**src/rtl/ifetch_queue_pkg.sv**
```systemverilog
// Shared definitions for the decoupled instruction-fetch queue:
// brbus field layout, PC/address geometry and the queue entry format.
package ifetch_queue_pkg;

    // brbus layout: {pop, taken, signed byte offset}
    localparam int BR_VALID   = 17;
    localparam int BR_TAKEN   = 16;
    localparam int BR_OFF_MSB = 15;
    localparam int BR_OFF_LSB = 0;

    localparam int PC_W    = 16;
    localparam int IMEM_AW = 12;

    localparam logic [PC_W-1:0] NOP_INST = 16'h0000;
    localparam logic [PC_W-1:0] PC_INC   = 16'd2;

    // One queued instruction tagged with the PC it was fetched from
    typedef struct packed {
        logic [PC_W-1:0] pc;
        logic [PC_W-1:0] inst;
    } ifq_entry_t;

    // Sequential PC step; wraps naturally at 2^16
    function automatic logic [PC_W-1:0] pc_next(input logic [PC_W-1:0] pc);
        return pc + PC_INC;
    endfunction

endpackage

```
**src/rtl/ifetch_queue_fifo.sv**
```systemverilog
// Small synchronous FIFO of {pc, inst} entries. A flush empties the queue
// and wins over any push or pop in the same cycle. Push on a full queue is
// accepted only when a pop frees a slot in that same cycle.
module ifq_fifo
    import ifetch_queue_pkg::*;
#(
    parameter int DEPTH = 4
)(
    input  logic                     clock,
    input  logic                     reset,
    input  logic                     push,
    input  logic                     pop,
    input  logic                     flush,
    input  ifq_entry_t               din,
    output logic                     full,
    output logic                     empty,
    output ifq_entry_t               head,
    output logic [$clog2(DEPTH):0]   count
);

    localparam int AW = $clog2(DEPTH);
    localparam int CW = AW + 1;

    ifq_entry_t       r_mem [DEPTH];
    logic [AW-1:0]    r_wr_ptr;
    logic [AW-1:0]    r_rd_ptr;
    logic [CW-1:0]    r_count;
    logic             w_do_push;
    logic             w_do_pop;

    assign full      = (r_count == CW'(DEPTH));
    assign empty     = (r_count == '0);
    assign head      = r_mem[r_rd_ptr];
    assign count     = r_count;
    assign w_do_pop  = pop & ~empty;
    assign w_do_push = push & (~full | w_do_pop);

    // Entry storage: data only, never reset
    always_ff @(posedge clock) begin
        if (w_do_push && !flush) begin
            r_mem[r_wr_ptr] <= din;
        end
    end

    // Read/write pointers and occupancy
    always_ff @(posedge clock) begin
        if (reset || flush) begin
            r_wr_ptr <= '0;
            r_rd_ptr <= '0;
            r_count  <= '0;
        end else begin
            if (w_do_push) r_wr_ptr <= r_wr_ptr + AW'(1);
            if (w_do_pop)  r_rd_ptr <= r_rd_ptr + AW'(1);
            case ({w_do_push, w_do_pop})
                2'b10:   r_count <= r_count + CW'(1);
                2'b01:   r_count <= r_count - CW'(1);
                default: r_count <= r_count;
            endcase
        end
    end

endmodule

```
**src/rtl/ifetch_queue.sv**
```systemverilog
// Decoupled instruction fetch: issues in-order requests to a variable-latency
// instruction memory, queues returned instructions with their PCs, and hands
// the head to decode over brbus. A taken branch flushes the queue and marks
// every still-in-flight response for silent discard.
module ifetch_queue
    import ifetch_queue_pkg::*;
#(
    parameter int          DEPTH     = 4,
    parameter int          MAX_OUTST = 2,
    parameter logic [15:0] RESET_PC  = 16'h0000
)(
    input  logic         clock,
    input  logic         reset,
    input  logic [17:0]  brbus,
    output logic         imem_req,
    output logic [11:0]  imem_addr,
    input  logic         imem_ready,
    input  logic         imem_rvalid,
    input  logic [15:0]  imem_rdata,
    output logic [15:0]  inst,
    output logic [15:0]  inst_pc,
    output logic         inst_valid
);

    localparam int QW = $clog2(DEPTH) + 1;
    localparam int OW = $clog2(MAX_OUTST) + 1;
    localparam int SW = QW + 1;

    logic [PC_W-1:0] r_fetch_pc;
    logic [PC_W-1:0] r_tail_pc;
    logic [OW-1:0]   r_outst;
    logic [OW-1:0]   r_discard;

    logic            w_full;
    logic            w_empty;
    ifq_entry_t      w_head;
    ifq_entry_t      w_din;
    logic [QW-1:0]   w_count;
    logic            w_valid;
    logic            w_pop;
    logic            w_redirect;
    logic            w_accept;
    logic            w_resp;
    logic            w_push;
    logic            w_room;
    logic [SW-1:0]   w_credit;
    logic [PC_W-1:0] w_target;

    // Head is only presented outside reset so decode never sees stale entries
    assign w_valid    = ~w_empty & ~reset;
    assign w_pop      = brbus[BR_VALID] & w_valid;
    assign w_redirect = w_pop & brbus[BR_TAKEN];
    assign w_target   = w_head.pc + brbus[BR_OFF_MSB:BR_OFF_LSB];

    // Every in-flight request already owns a queue slot, so a response can
    // always be pushed
    assign w_credit = SW'(w_count) + SW'(r_outst);
    assign w_room   = ~w_full & (w_credit < SW'(DEPTH));
    assign imem_req = ~reset & ~w_redirect & w_room & (r_outst < OW'(MAX_OUTST));
    assign imem_addr = r_fetch_pc[IMEM_AW-1:0];

    assign w_accept = imem_req & imem_ready;
    assign w_resp   = imem_rvalid & (r_outst != '0);
    assign w_push   = w_resp & (r_discard == '0);

    assign w_din.pc   = r_tail_pc;
    assign w_din.inst = imem_rdata;

    assign inst       = w_valid ? w_head.inst : NOP_INST;
    assign inst_pc    = w_valid ? w_head.pc   : '0;
    assign inst_valid = w_valid;

    ifq_fifo #(
        .DEPTH (DEPTH)
    ) u_fifo (
        .clock (clock),
        .reset (reset),
        .push  (w_push),
        .pop   (w_pop),
        .flush (w_redirect),
        .din   (w_din),
        .full  (w_full),
        .empty (w_empty),
        .head  (w_head),
        .count (w_count)
    );

    // Fetch/tail PCs and in-flight request bookkeeping
    always_ff @(posedge clock) begin
        if (reset) begin
            r_fetch_pc <= RESET_PC;
            r_tail_pc  <= RESET_PC;
            r_outst    <= '0;
            r_discard  <= '0;
        end else if (w_redirect) begin
            // No request issues this cycle; all survivors in flight are stale
            r_fetch_pc <= w_target;
            r_tail_pc  <= w_target;
            r_outst    <= r_outst - OW'(w_resp);
            r_discard  <= r_outst - OW'(w_resp);
        end else begin
            if (w_accept) r_fetch_pc <= pc_next(r_fetch_pc);
            if (w_push)   r_tail_pc  <= pc_next(r_tail_pc);
            r_outst <= r_outst + OW'(w_accept) - OW'(w_resp);
            if (w_resp && (r_discard != '0)) r_discard <= r_discard - OW'(1);
        end
    end

endmodule

```
**config.mk**
```make
export PLATFORM = sky130hd
export DESIGN_NAME = ifetch_queue
export DESIGN_NICKNAME = d
export VERILOG_FILES = /design/src/rtl/ifetch_queue_pkg.sv /design/src/rtl/ifetch_queue_fifo.sv /design/src/rtl/ifetch_queue.sv
export SDC_FILE = /design/constraint.sdc
export NUM_CORES = 1
export LEC_CHECK = 0
export CORE_MARGIN = 1
export CORE_UTILIZATION = 49
export CTS_CLUSTER_SIZE = 12
export DETAILED_ROUTE_END_ITERATION = 12
export HOLD_SLACK_MARGIN = 0.02
export PLACE_DENSITY_LB_ADDON = 0.05
export SYNTH_ARGS = -nofsm -noshare
export SYNTH_HDL_FRONTEND = slang
export SYNTH_HIERARCHICAL = 1
export SYNTH_SLANG_ARGS = --single-unit
```
**constraint.sdc**
```tcl
create_clock -name clock -period 3.34 [get_ports clock]
set_clock_uncertainty 0.05 [all_clocks]
set_input_delay 0.668 -clock clock [delete_from_list [all_inputs] [get_ports clock]]
set_output_delay 0.668 -clock clock [all_outputs]
set_load 0.05 [all_outputs]
```
# Word-level counts from Yosys, hierarchy flattened
# Memory sizes are Yosys's and may differ from the RTL's. A register that Yosys moved wholly into a read port is not among the register bits.
# Index checks and enable logic that the tools add are counted.
[word_totals]
mem_count = 1
in_bits = 38
out_inout_bits = 46
mem_bits_rw = 128
register_bits = 43
wordCells = 68
[op_classes]
eq_ne = 3
reduce_logical = 12
addsub = 12
bitwise_logic = 17
n_lt_le_gt_ge = 2
muxes = 14
[memory_table]
columns = ["name", "words", "width", "rd", "rd_clocked_by_memory_dff", "write_ports", "line_no", "source"]
rows = [
  ["u_fifo.r_mem", 4, 32, 1, 1, 1, "ifetch_queue_fifo.sv:24", "ifq_entry_t r_mem [DEPTH];"],
]
[ops]
columns = ["operator", "n"]
rows = [
  ["$mux W16", 6],
  ["$add A16 B2 Y16 const B", 2],
  ["$add A16 B16 Y16", 1],
  ["$and A1 B1 Y1", 12],
  ["$reduce_bool A2 Y1", 6],
  ["$mux W2", 5],
  ["$pmux W3 S2", 1],
  ["$add A2 B1 Y2 const B", 2],
  ["$add A3 B2 Y4", 1],
  ["$lt A4 B3 Y1 const B", 1],
  ["$not A1 Y1", 4],
  ["$sub A2 B1 Y2", 2],
  ["$add A3 B1 Y3 const B", 1],
  ["$eq A3 B3 Y1 const B", 1],
  ["$logic_not A3 Y1", 1],
  ["$sub A3 B1 Y3 const B", 1],
  ["$add A2 B1 Y2", 1],
  ["$eq A2 B1 Y1 const B", 1],
  ["$eq A2 B2 Y1 const B", 1],
  ["$logic_and A1 B1 Y1", 2],
  ["$logic_not A2 Y1", 1],
  ["$lt A2 B2 Y1 const B", 1],
  ["$mux W1", 2],
  ["$sub A2 B1 Y2 const B", 1],
  ["other kinds (3)", 3],
]

# Logic depth before layout (Yosys ltp)
[depth]
ltp_word = 13
ltp_mapped = 17
ltp_nobuf = 15

# By module
# Netlist, hierarchy kept.
[by_module_without_submodules]
columns = ["mod", "cells_per_inst", "n_inst", "seq_area_each_um2", "area_each_um2"]
rows = [
  ["ifq_fifo", 234, 1, 4023.9, 5168.7],
  ["ifetch_queue", 323, 1, 620.6, 2587.5],
]

# Worst setup path after synthesis
# No wires, ideal clock.
[synth_timing]
path_type = "reg2reg"
from = "reg u_fifo.r_count[1] (netlist: u_fifo/count[1])"
to = "reg r_outst[1]"
t_arrival_ns = 3.464
required_time_ns = 3.161
setup_ns = 0.129
period_less_slack_ns = 3.643
stages_incl_launch_ff = 18
n_path_buf = 2
setup_slack_ns = -0.303
cell_sequence = "dfxtp_1 > clkbuf_2 > or3_4 > inv_1 > and3b_1 > nand2b_1 > inv_1 > nor4_4 > and2_1 > buf_6 > inv_1 > ha_1 > inv_1 > ha_1 > xnor2_1 > a21oi_1 > xnor2_1 > nor2_1"
[synth_between]
elab_chain_len = 13
word_cells_on_any_way = 18
cone_classes = "add/sub: 3; order compare: 1; eq/ne: 1; mux: 1; bitwise: 11; reduce/logical: 1"
[synth_lines]
columns = ["item", "line_no", "source"]
rows = [
  ["start, declared", "ifetch_queue_fifo.sv:27", "logic [CW-1:0] r_count;"],
  ["start signal, assigned", "ifetch_queue_fifo.sv:55", "2'b10: r_count <= r_count + CW'(1);"],
  ["start signal, assigned", "ifetch_queue_fifo.sv:56", "2'b01: r_count <= r_count - CW'(1);"],
  ["start signal, assigned", "ifetch_queue_fifo.sv:57", "default: r_count <= r_count;"],
  ["$logic_not A3 Y1", "ifetch_queue_fifo.sv:32", "assign empty = (r_count == '0);"],
  ["net w_empty", "ifetch_queue.sv:35", "logic w_empty;"],
  ["$not A1 Y1", "ifetch_queue.sv:50", "assign w_valid = ~w_empty & ~reset;"],
  ["$and A1 B1 Y1", "ifetch_queue.sv:50", ""],
  ["$and A1 B1 Y1", "ifetch_queue.sv:51", "assign w_pop = brbus[BR_VALID] & w_valid;"],
  ["$and A1 B1 Y1", "ifetch_queue.sv:52", "assign w_redirect = w_pop & brbus[BR_TAKEN];"],
  ["$not A1 Y1", "ifetch_queue.sv:59", "assign imem_req = ~reset & ~w_redirect & w_room & (r_outst < OW'(MAX_OUTST));"],
  ["$and A1 B1 Y1 (3 in series)", "ifetch_queue.sv:59", ""],
  ["net imem_req", "ifetch_queue.sv:15", "output logic imem_req,"],
  ["$and A1 B1 Y1", "ifetch_queue.sv:62", "assign w_accept = imem_req & imem_ready;"],
  ["$add A2 B1 Y2", "ifetch_queue.sv:104", "r_outst <= r_outst + OW'(w_accept) - OW'(w_resp);"],
  ["$sub A2 B1 Y2", "ifetch_queue.sv:104", ""],
  ["$mux W2", "ifetch_queue.sv:95", "end else if (w_redirect) begin"],
  ["end signal, assigned", "ifetch_queue.sv:99", "r_outst <= r_outst - OW'(w_resp);"],
  ["end signal, assigned", "ifetch_queue.sv:104", ""],
  ["end, declared", "ifetch_queue.sv:31", "logic [OW-1:0] r_outst;"],
]
# The timed path passes the listed nets, and every way through them passes these cells.
# A chain may end at the register's enable or synchronous reset.

==> insert_results.sql <==
INSERT INTO impl_metrics (metric_group, metric, value, unit) VALUES
('route', 'routed-via-count', '4847', ''),
('power_and_ir_drop', 'power_per_cell_area', '549', 'nW/um^2'),
('route', 'ant_nets', '0', ''),
('global_routing', 'first_global_vias', '4904', ''),
('clock_tree', 'worst_skew_pair.late_latency', '0.43', 'ns'),
('yosys', 'number_of_instances_in_the_synthesized_netlist', '557', ''),
('yosys', 'synth_top_cells_by_area', 'sky130_fd_sc_hd__edfxtp_1, sky130_fd_sc_hd__dfxtp_1, sky130_fd_sc_hd__mux4_2', ''),
('die', 'start_util', '50.6', '%'),
('yosys', 'synth-warning-count', '6', ''),
('global_routing', 'wire_length_of_the_first_global_routing_pass', '25900', 'um'),
('placed_design', 'portBuffers', '83', ''),
('route', 'drt_drc_violations_left', '0', ''),
('timing', 'finalCriticalPeriod', '3.12', 'ns'),
('route', 'drt_pass1_iterations', '4', ''),
('outcome', 'status', 'completed', ''),
('yosys', 'syn_std_cell_area', '7760', 'um^2'),
('final_layout', 'layout.cells.non_filler', '885', ''),
('setup_path', 'crit_path_start_kind', 'flip-flop', ''),
('setup_path', 'reg2reg_setup_slack', '0.24', 'ns'),
('timing', 'timing.final.crit_share', '93.5', '%'),
('final_layout', 'fin_util', '64.7', '%'),
('yosys', 'synth.net_count', '623', ''),
('clock_tree', 'path_clk_slew', '0.06', 'ns'),
('placed_design', 'dpl-instance-area', '9360', 'um^2'),
('timing', 'hold_ws', '0.470', 'ns'),
('yosys', 'postSynth.topFlopCell', 'sky130_fd_sc_hd__edfxtp_1', ''),
('setup_path', 'critical_path_class', 'reg2out', ''),
('yosys', 'mean_syn_cell_area', '13.9', 'um^2'),
('die', 'floorplan.io_pins', '84', ''),
('global_routing', 'track_usage', '21.5', '%'),
('yosys', 'post-synth-top-area-fraction', '49.6', '%'),
('final_layout', 'finish.instance_area', '9920', 'um^2'),
('timing', 'timing.fmax', '320', 'MHz'),
('timing', 'report.final.slew_viol_count', '0', ''),
('yosys', 'ys_async_sr_fraction', '0', '%'),
('timing', 'max_slew_margin', '63.0', '%'),
('yosys', 'post-synth-top-area-cell', 'sky130_fd_sc_hd__edfxtp_1', ''),
('placed_design', 'numPlacedInstances', '853', ''),
('worst_hold_path', 'min_path_type', 'reg2reg', ''),
('clock_tree', 'postCtsSetupRepairBufs', '0', ''),
('timing', 'finalSetupViolCount', '0', ''),
('placed_design', 'dp.final_hpwl', '11000', 'um'),
('yosys', 'synth_seq_area_share', '59.9', '%'),
('route', 'wl_per_cell', '18.4', 'um'),
('power_and_ir_drop', 'power.ir.vdd_worst', '390', 'uV'),
('route', 'detail_route.vias_per_cell', '5.48', ''),
('setup_path', 'timing.critical_path.to_type', 'output port', ''),
('clock_tree', 'cts_buffers', '17', ''),
('clock_tree', 'clock_tree.htree_level_count', '4', ''),
('clock_tree', 'cts-root-to-sink-buffers', '2', ''),
('clock_tree', 'post_cts_resize_count', '0', ''),
('yosys', 'synth_edf_count', '128', ''),
('die', 'die_height', '128', 'um'),
('clock_tree', 'clock-root-buffer', 'sky130_fd_sc_hd__clkbuf_16', ''),
('final_layout', 'drive_gt1_share', '21.4', '%'),
('timing', 'grt_setup_unrepaired', 'false', ''),
('final_layout', 'num-nets-final', '727', ''),
('clock_tree', 'clock-sinks', '168', ''),
('final_layout', 'antenna_cells_inserted', '0', ''),
('die', 'fp.dieArea', '16300', 'um^2'),
('clock_tree', 'tritoncts', 'done', ''),
('yosys', 'ys_ff_latch', '168', ''),
('global_routing', 'pin_count_of_the_biggest_net_entering_global_routing', '34', ''),
('die', 'die_x', '128', 'um'),
('placed_design', 'gp_congestion', '0.827', ''),
('route', 'initialDrtViolationCount', '259', ''),
('timing', 'timing_worst_slew_pin_value', '0.550', 'ns'),
('die', 'floorplan.core_area', '15300', 'um^2'),
('clock_tree', 'ctsHoldBuffers', '0', ''),
('final_layout', 'syn2layout_area_growth', '27.8', '%'),
('route', 'routed_wl', '16300', 'um'),
('yosys', 'synth_cell_types', '56', ''),
('setup_path', 'worstPathArrival', '2.41', 'ns'),
('global_routing', 'antenna_violations_before_repair', '0', ''),
('global_routing', 'grt_overflow_total', '0', ''),
('timing', 'report.final.hold_viol_count', '0', ''),
('setup_path', 'timing.critical_path.required', '2.62', 'ns'),
('power_and_ir_drop', 'leak_pwr', '3.44', 'nW'),
('setup_path', 'worstPathMaxFanout', '16', ''),
('job', 'cap_viol_max_count', '0', ''),
('die', 'rows', '45', '');
## cell families (layout without fill, tap and decap cells)
family | count (synthesis) | count (layout) | share of synthesized area [%]
DFF | 168 | 168 | 59.9
xor gates and xnor gates | 41 | 41 | 4.63
AOI/OAI and AO/OA | 89 | 89 | 7.86
adders and majority gates | 28 | 28 | 4.71
and+or+nand+nor | 157 | 157 | 11.1
buffers and inverters | 40 | 157 | 2.26
muxes | 34 | 34 | 9.55
## placed cells by master (no fill, tap or decap), types with 5 or more instances in the layout
master and instances:
sky130_fd_sc_hd__and2_1 39, sky130_fd_sc_hd__a211oi_1 7, sky130_fd_sc_hd__o21a_1 8, sky130_fd_sc_hd__clkinvlp_4 7, sky130_fd_sc_hd__a31oi_1 5, sky130_fd_sc_hd__xor2_1 13, sky130_fd_sc_hd__nor2b_1 6, sky130_fd_sc_hd__nand2_1 26
sky130_fd_sc_hd__edfxtp_1 128, sky130_fd_sc_hd__clkbuf_16 17, sky130_fd_sc_hd__a21o_1 9, sky130_fd_sc_hd__inv_1 11, sky130_fd_sc_hd__o211ai_1 6, sky130_fd_sc_hd__mux4_2 32, sky130_fd_sc_hd__a21oi_1 27, sky130_fd_sc_hd__o21ai_0 9
sky130_fd_sc_hd__nor3_1 14, sky130_fd_sc_hd__nand4_1 7, sky130_fd_sc_hd__buf_4 21, sky130_fd_sc_hd__ha_1 24, sky130_fd_sc_hd__nor2_1 24, sky130_fd_sc_hd__xnor2_1 28, sky130_fd_sc_hd__and3_1 10, sky130_fd_sc_hd__clkdlybuf4s50_1 49
sky130_fd_sc_hd__buf_12 38, sky130_fd_sc_hd__nand3_1 12, sky130_fd_sc_hd__dfxtp_1 38
## per-layer routing
metal / wire length [um] / GRT usage (%)
met4: 275 / 8.51
met3: 838 / 3.84
met5: 0 / 0
met1: 6970 / 28.1
met2: 8200 / 35.6
## through the flow
stage / total power, W / TNS (ns) / setup slack, ns
after floorplan: 0.00325 / -0.0569 / -0.0569
after global placement: 0.00361 / 0 / 0.258
after detailed placement: 0.00364 / 0 / 0.198
after CTS: 0.00548 / 0 / 0.142
after global routing: 0.00567 / 0 / 0.0882
final: 0.00544 / 0 / 0.217
## flip-flops by register name (all words and copies together), names as in the netlist, named ones only
name / count
r_outst: 2
r_tail_pc: 15
r_fetch_pc: 12
u_fifo/count: 3
r_discard: 2
u_fifo/r_wr_ptr: 2
u_fifo/r_mem: 128
u_fifo/r_rd_ptr: 2
## Yosys cell counts (3+ instances only)
master and n:
sky130_fd_sc_hd__o21ai_0 9, sky130_fd_sc_hd__o21a_1 8, sky130_fd_sc_hd__a21o_1 9, sky130_fd_sc_hd__ha_1 26, sky130_fd_sc_hd__a21oi_1 27, sky130_fd_sc_hd__nand2_1 26
sky130_fd_sc_hd__xnor2_1 28, sky130_fd_sc_hd__a211oi_1 7, sky130_fd_sc_hd__o211ai_1 6, sky130_fd_sc_hd__nand3_1 12, sky130_fd_sc_hd__buf_2 4, sky130_fd_sc_hd__mux4_2 32
sky130_fd_sc_hd__and3_1 10, sky130_fd_sc_hd__nand2b_1 3, sky130_fd_sc_hd__buf_1 6, sky130_fd_sc_hd__a311o_1 3, sky130_fd_sc_hd__xor2_1 13, sky130_fd_sc_hd__or2_2 4
sky130_fd_sc_hd__buf_4 3, sky130_fd_sc_hd__edfxtp_1 128, sky130_fd_sc_hd__clkbuf_1 8, sky130_fd_sc_hd__nor2b_1 6, sky130_fd_sc_hd__nand4_1 7, sky130_fd_sc_hd__nor3_1 14
sky130_fd_sc_hd__and2_1 39, sky130_fd_sc_hd__nor2_1 25, sky130_fd_sc_hd__a31oi_1 5, sky130_fd_sc_hd__inv_1 15, sky130_fd_sc_hd__dfxtp_1 40
## area by class of cell
| type | count | area, um^2 |
|---|---|---|
| fill | 1105 | 5400 |
| sequential | 168 | 4650 |
| multi-input combinational | 349 | 2970 |
| timing repair buffer | 108 | 1410 |
| clock buffer | 18 | 429 |
| tap | 211 | 264 |
| clock inverter | 14 | 125 |
| inverter | 17 | 68.8 |
## worst paths after layout
kind,end,from,cells past startpoint
hold / removal,r_fetch_pc[0],r_fetch_pc[0],2
setup / recovery,inst_pc[15],flip-flop,5
setup reg to reg,r_tail_pc[15],flip-flop,9
hold reg to reg,r_fetch_pc[0],r_fetch_pc[0],2
## worst max-delay path: stages, from the launching register on
cell                      delay (ns)
sky130_fd_sc_hd__dfxtp_2        0.53
sky130_fd_sc_hd__buf_12         0.19
sky130_fd_sc_hd__buf_4          0.32
sky130_fd_sc_hd__mux4_2         0.57
sky130_fd_sc_hd__and2_1         0.19
sky130_fd_sc_hd__buf_12         0.15
## report_power, final
part	switching (W)	internal, W
sequential	0.0000763	0.00242
clock	0.000814	0.00103
combinational	0.000594	0.000511
total	0.00148	0.00396
No activity file was read; power rests on OpenSTA's default activity.
==> edit 1 (config.mk and constraints unchanged) <==
Change the parameter `MAX_OUTST` from 2 to 1.
--- a/src/rtl/ifetch_queue.sv
+++ b/src/rtl/ifetch_queue.sv
@@ -8,3 +8,3 @@
     parameter int          DEPTH     = 4,
-    parameter int          MAX_OUTST = 2,
+    parameter int          MAX_OUTST = 1,
     parameter logic [15:0] RESET_PC  = 16'h0000
Formal check against the unedited RTL: not equivalent (a bounded check fails within 4 cycles, from zero or initial values and one cycle with reset high).
==> edit 1 against the unedited design <==
  * Setup slack better by 90 ps
  * Design area down 3.2%
  * Utilization down 1.4 points
  * Non-clock buffer count down 9
  * First-iteration DRC count up 27%
  * Sequential cell count down 2
  * Sequential share of layout area up 1.1 points
  * Via count down 3.3%
  * Critical path type is now reg -> reg
  * Routed wire length down 3.7%
  * Critical endpoint is now r_tail_pc[14]
  * Area after synthesis down 2.2%
Power is not compared: it rests on default switching activity, and its combinational part moved more than twofold at a synthesized area within 25%.
==> edit 1: results (changes against the unedited design) <==
* Number of synthesized register bits at 166 (-1.2%)
* Adder-cell area share of the yosys netlist at 0.0399 (-0.00718)
* Proportion of synthesized area in mux cells at 0.100 (+0.00496)
* Total track usage at 0.209 (-0.00552)
* Global-route wire length before repair at 25100 um (-3.0%)
* Fraction of area in multi-input gates at 0.292 (-0.00801)
* Status: finished clean
* Synth Area in Compound Gates at 0.0779 (-0.000699)
* DR iter-0 viols at 328 (+27%)
* Placed Cells incl. Taps at 803 (-5.9%)
* Syn nets at 602 (-3.4%)
* Setup slack at placement at 191 ps (-7.38 ps)
* Layout cells sized above 1 at 0.192 (-0.0220)
* Slowest-stage cell, CP: mux4_2
* CP endpoint: r_tail_pc[14]
* Pleak at 3.30 nW
* Yosys cell types at 60 (+7.1%)
* Synth area leaders: edfxtp_1 (51%), dfxtp_1 (10%), mux4_2 (9.5%)
* Met2 usage at 0.350 (-0.00612)
* Vias in the first global route at 4840 (-1.3%)
* CP peak stage delay at 520 ps (-50 ps)
* Synth top cells by count: edfxtp_1 (128), and2_1 (42), dfxtp_1 (38), mux4_2 (32), nor2_1 (30)
* Arrival time at the worst endpoint at 3270 ps (+860 ps)
* Total Routed Length at 15700 um (-3.7%)
* Pin slew with the least headroom to its limit at 520 ps (-30.5 ps)
* Comb_multi_in at 334 (-4.3%)
* Worst-Skew Late Latency at 410 ps (-20 ps)
* Setup WS post-layout at 307 ps (+90.4 ps)
* Inverters at 16 (-1)
* Routability cong. at 0.931 (+13%)
* Routed len/inst at 18.8 um (+2.1%)
* GR Layer Usage met1 at 0.279 (-0.00266)
* FILL cells at 1124 (+1.7%)
* Sequential area share after synthesis at 0.607 (+0.00825)
* Met3 Use GR at 0.0342 (-0.00423)
* Layout clock buffers at 25 (+7)
* P_comb at 0.223 mW
* Vias per Instance at 5.61 (+2.5%)
* Post-synthesis xor/xnor area fraction at 0.0416 (-0.00473)
* Pin count of the biggest net entering global routing at 33 (-2.9%)
* Seq/total area at 0.480 (+0.0114)
* Syn_area_per_cell at 14.0 sq um (+0.68%)
* Hold worst-path end: r_discard
* DRT Pass-1 Iters at 5 (+1)
* Signal buf overhead at 0.138 (-0.00367)
* Hold Startpoint: r_discard
* Max FO, Critical Path at 13 (-3)
* Area after DPL at 9030 sq um (-3.5%)
* Count of plain and timing-repair buffers at 99 (-8.3%)
* DPL Wire Length at 10800 um (-2.0%)
* Final net count at 695 (-4.4%)
* Clk cell area share at 0.0590 (+0.00314)
* Area of the multi-input gates at 2800 sq um (-5.8%)
-- edit 1: cell count changes in the layout (fill, tap and decap cells not counted), sizes merged, moves of 6 or more --
| cell | unedited run | this run |
|---|---|---|
| clkbuf | 18 | 25 |
| o21a | 8 | 2 |
| xnor2 | 28 | 18 |
| buf | 59 | 50 |
| nor3 | 14 | 8 |
-- edit 1: per-stage QoR --
stage / utilization / hold slack (ps)
2_1_floorplan: - / 407
3_3_place_gp: 0.596 / 413
3_5_place_dp: 0.596 / 422
4_1_cts: 0.634 / 433
5_1_grt: 0.634 / 466
6_report: 0.634 / 430
-- edit 1: worst max-delay path, delay by kind of cell (launching register included) --
family / cells / cell delay [ps]
buf+inv: 1 / 230
mux: 1 / 520
flops: 1 / 510
xor+xnor: 1 / 190
fa+ha+maj: 1 / 370
compound gates: 5 / 1020
-- edit 1: routing by layer --
metal | up-vias | wire length (um)
met3 | 8 | 934
met2 | 135 | 7640
met5 | - | 0
met1 | 2294 | 6990
li1 | 2249 | -
met4 | 0 | 112
==> edit 2 (config.mk and constraints unchanged) <==
Without the edit above. Reset style: asynchronous (`reset`), changed in one clocked block.
--- a/src/rtl/ifetch_queue.sv
+++ b/src/rtl/ifetch_queue.sv
@@ -88,3 +88,3 @@
     // Fetch/tail PCs and in-flight request bookkeeping
-    always_ff @(posedge clock) begin
+    always_ff @(posedge clock or posedge reset) begin
         if (reset) begin
Behaviour: differs if reset is asserted again (counterexample within 4 cycles, from zero or initial values and one cycle with reset high); with reset held inactive, the same outputs for 4 cycles.
==> edit 2 against the unedited design <==
  * Sequential cell count unchanged
  * Area after synthesis rose by 2.7%
  * Combinational power increased by 17%
  * Routed wire length grew 1.8%
  * Setup slack improved by 87 ps
  * Die area up 2.7%
  * Power increased by 9.8%
  * Design area rose by 0.88%
  * Critical path depth grew 4
==> edit 2: results (changes against the unedited design) <==
* Status: finished clean
* Sequential area share after synthesis at 0.602 (+0.00358)
* DRT Pass-1 Iters at 5 (+1)
* Final net count at 720 (-0.96%)
* Critical path's top delay family: compound AO/OA/AOI/OAI gates
* Hold worst-path end: u_fifo/r_rd_ptr[0]
* Setup slack at placement at 220 ps (+21.6 ps)
* Global-route wire length before repair at 26900 um (+4.0%)
* FILL cells at 1202 (+8.8%)
* Net Sw Frac at 0.297 (+0.0236)
* Initial antenna violation count at 1 (+1)
* Area after DPL at 9440 sq um (+0.86%)
* DR iter-0 viols at 374 (+44%)
* Pin count of the biggest net entering global routing at 33 (-2.9%)
* Synth top cells by count: edfxtp_1 (128), and2_1 (37), nor2_1 (34), mux4_2 (32), nand2_1 (32)
* Syn nets at 626 (+0.48%)
* Total track usage at 0.218 (+0.00369)
* Pleak at 3.56 nW (+3.5%)
* Arrival time at the worst endpoint at 3330 ps (+920 ps)
* Final Non-Filler Cells at 883 (-0.23%)
* Max FO, Critical Path at 13 (-3)
* Synth area leaders: edfxtp_1 (48%), dfrtp_1 (9.7%), mux4_2 (9.0%)
* VDD IR max at 0.000386 V (-1.2%)
* Routed len/inst at 18.8 um (+2.0%)
* Pin slew with the least headroom to its limit at 656 ps (+105 ps)
* Vias per Instance at 5.54 (+1.1%)
* CP peak stage delay at 530 ps (-40 ps)
* FF-to-FF End: r_tail_pc[15]
* Syn_area_per_cell at 14.2 sq um (+2.2%)
* Synth async-reset ratio at 0.185 (+0.185)
* Yosys cell types at 60 (+7.1%)
* Placed Cells incl. Taps at 851 (-0.23%)
* Hold Startpoint: u_fifo/r_rd_ptr[0]
edit 2: per-stage QoR:
stage / hold slack (ps) / util
floorplan: 435 / -
global placement: 464 / 0.594
detailed placement: 475 / 0.594
CTS: 503 / 0.630
global route: 532 / 0.630
finish: 499 / 0.630
edit 2: logic make-up after synthesis:
logic type                 Yosys count  share of synthesized area
AOI/OAI and AO/OA                   86                     0.0779
muxes                               38                     0.0980
buffers and inverters               40                     0.0234
DFF                                168                      0.602
adders and majority gates           28                     0.0459
xor gates and xnor gates            36                     0.0396
and+or+nand+nor                    164                      0.113
edit 2: routing by layer:
metal / vias up / routed length, um / track usage / part of all wire
met5: - / 0 / 0 / 0
met4: 0 / 330 / 0.0896 / 0.020
met3: 23 / 844 / 0.0372 / 0.051
met2: 134 / 7940 / 0.350 / 0.48
met1: 2438 / 7460 / 0.299 / 0.45
li1: 2295 / - / - / -
edit 2: worst max-delay path by stage:
stage               cells past startpoint            endpoint  slack (ps)       startpoint
finish                                  9       r_tail_pc[15]         300        flip-flop
global route                            9       r_tail_pc[15]         120        flip-flop
floorplan                              10  u_fifo/r_mem[0][0]         410  u_fifo/count[1]
global placement                        9       r_tail_pc[15]         350        flip-flop
detailed placement                      9     u_fifo/count[2]         220            reset
CTS                                     9       r_tail_pc[15]         290        flip-flop
edit 2: tightest hold or removal path, delay by kind of cell, from the launching register on:
family / cells / cell delay [ps]
flip-flops: 1 / 350
XOR/XNOR: 1 / 90
AND/OR/NAND/NOR: 1 / 80
edit 2: power groups by stage:
stage | Sequential (mW) | Clock [mW] | Combinational (mW)
after floorplan | 2.89 | 0 | 0.820
after global placement | 2.81 | 0 | 1.29
after detailed placement | 2.83 | 0 | 1.31
after CTS | 2.79 | 1.90 | 1.32
after global routing | 2.82 | 1.99 | 1.44
final | 2.79 | 1.88 | 1.30
edit 2: area by class of cell:
class | instances | share of cell area
sequential | 168 | 0.480
multi-input combinational | 352 | 0.298
timing repair buffer | 99 | 0.133
clock buffer | 18 | 0.0429
tap | 216 | 0.0270
clock inverter | 14 | 0.0133
inverter | 16 | 0.00600
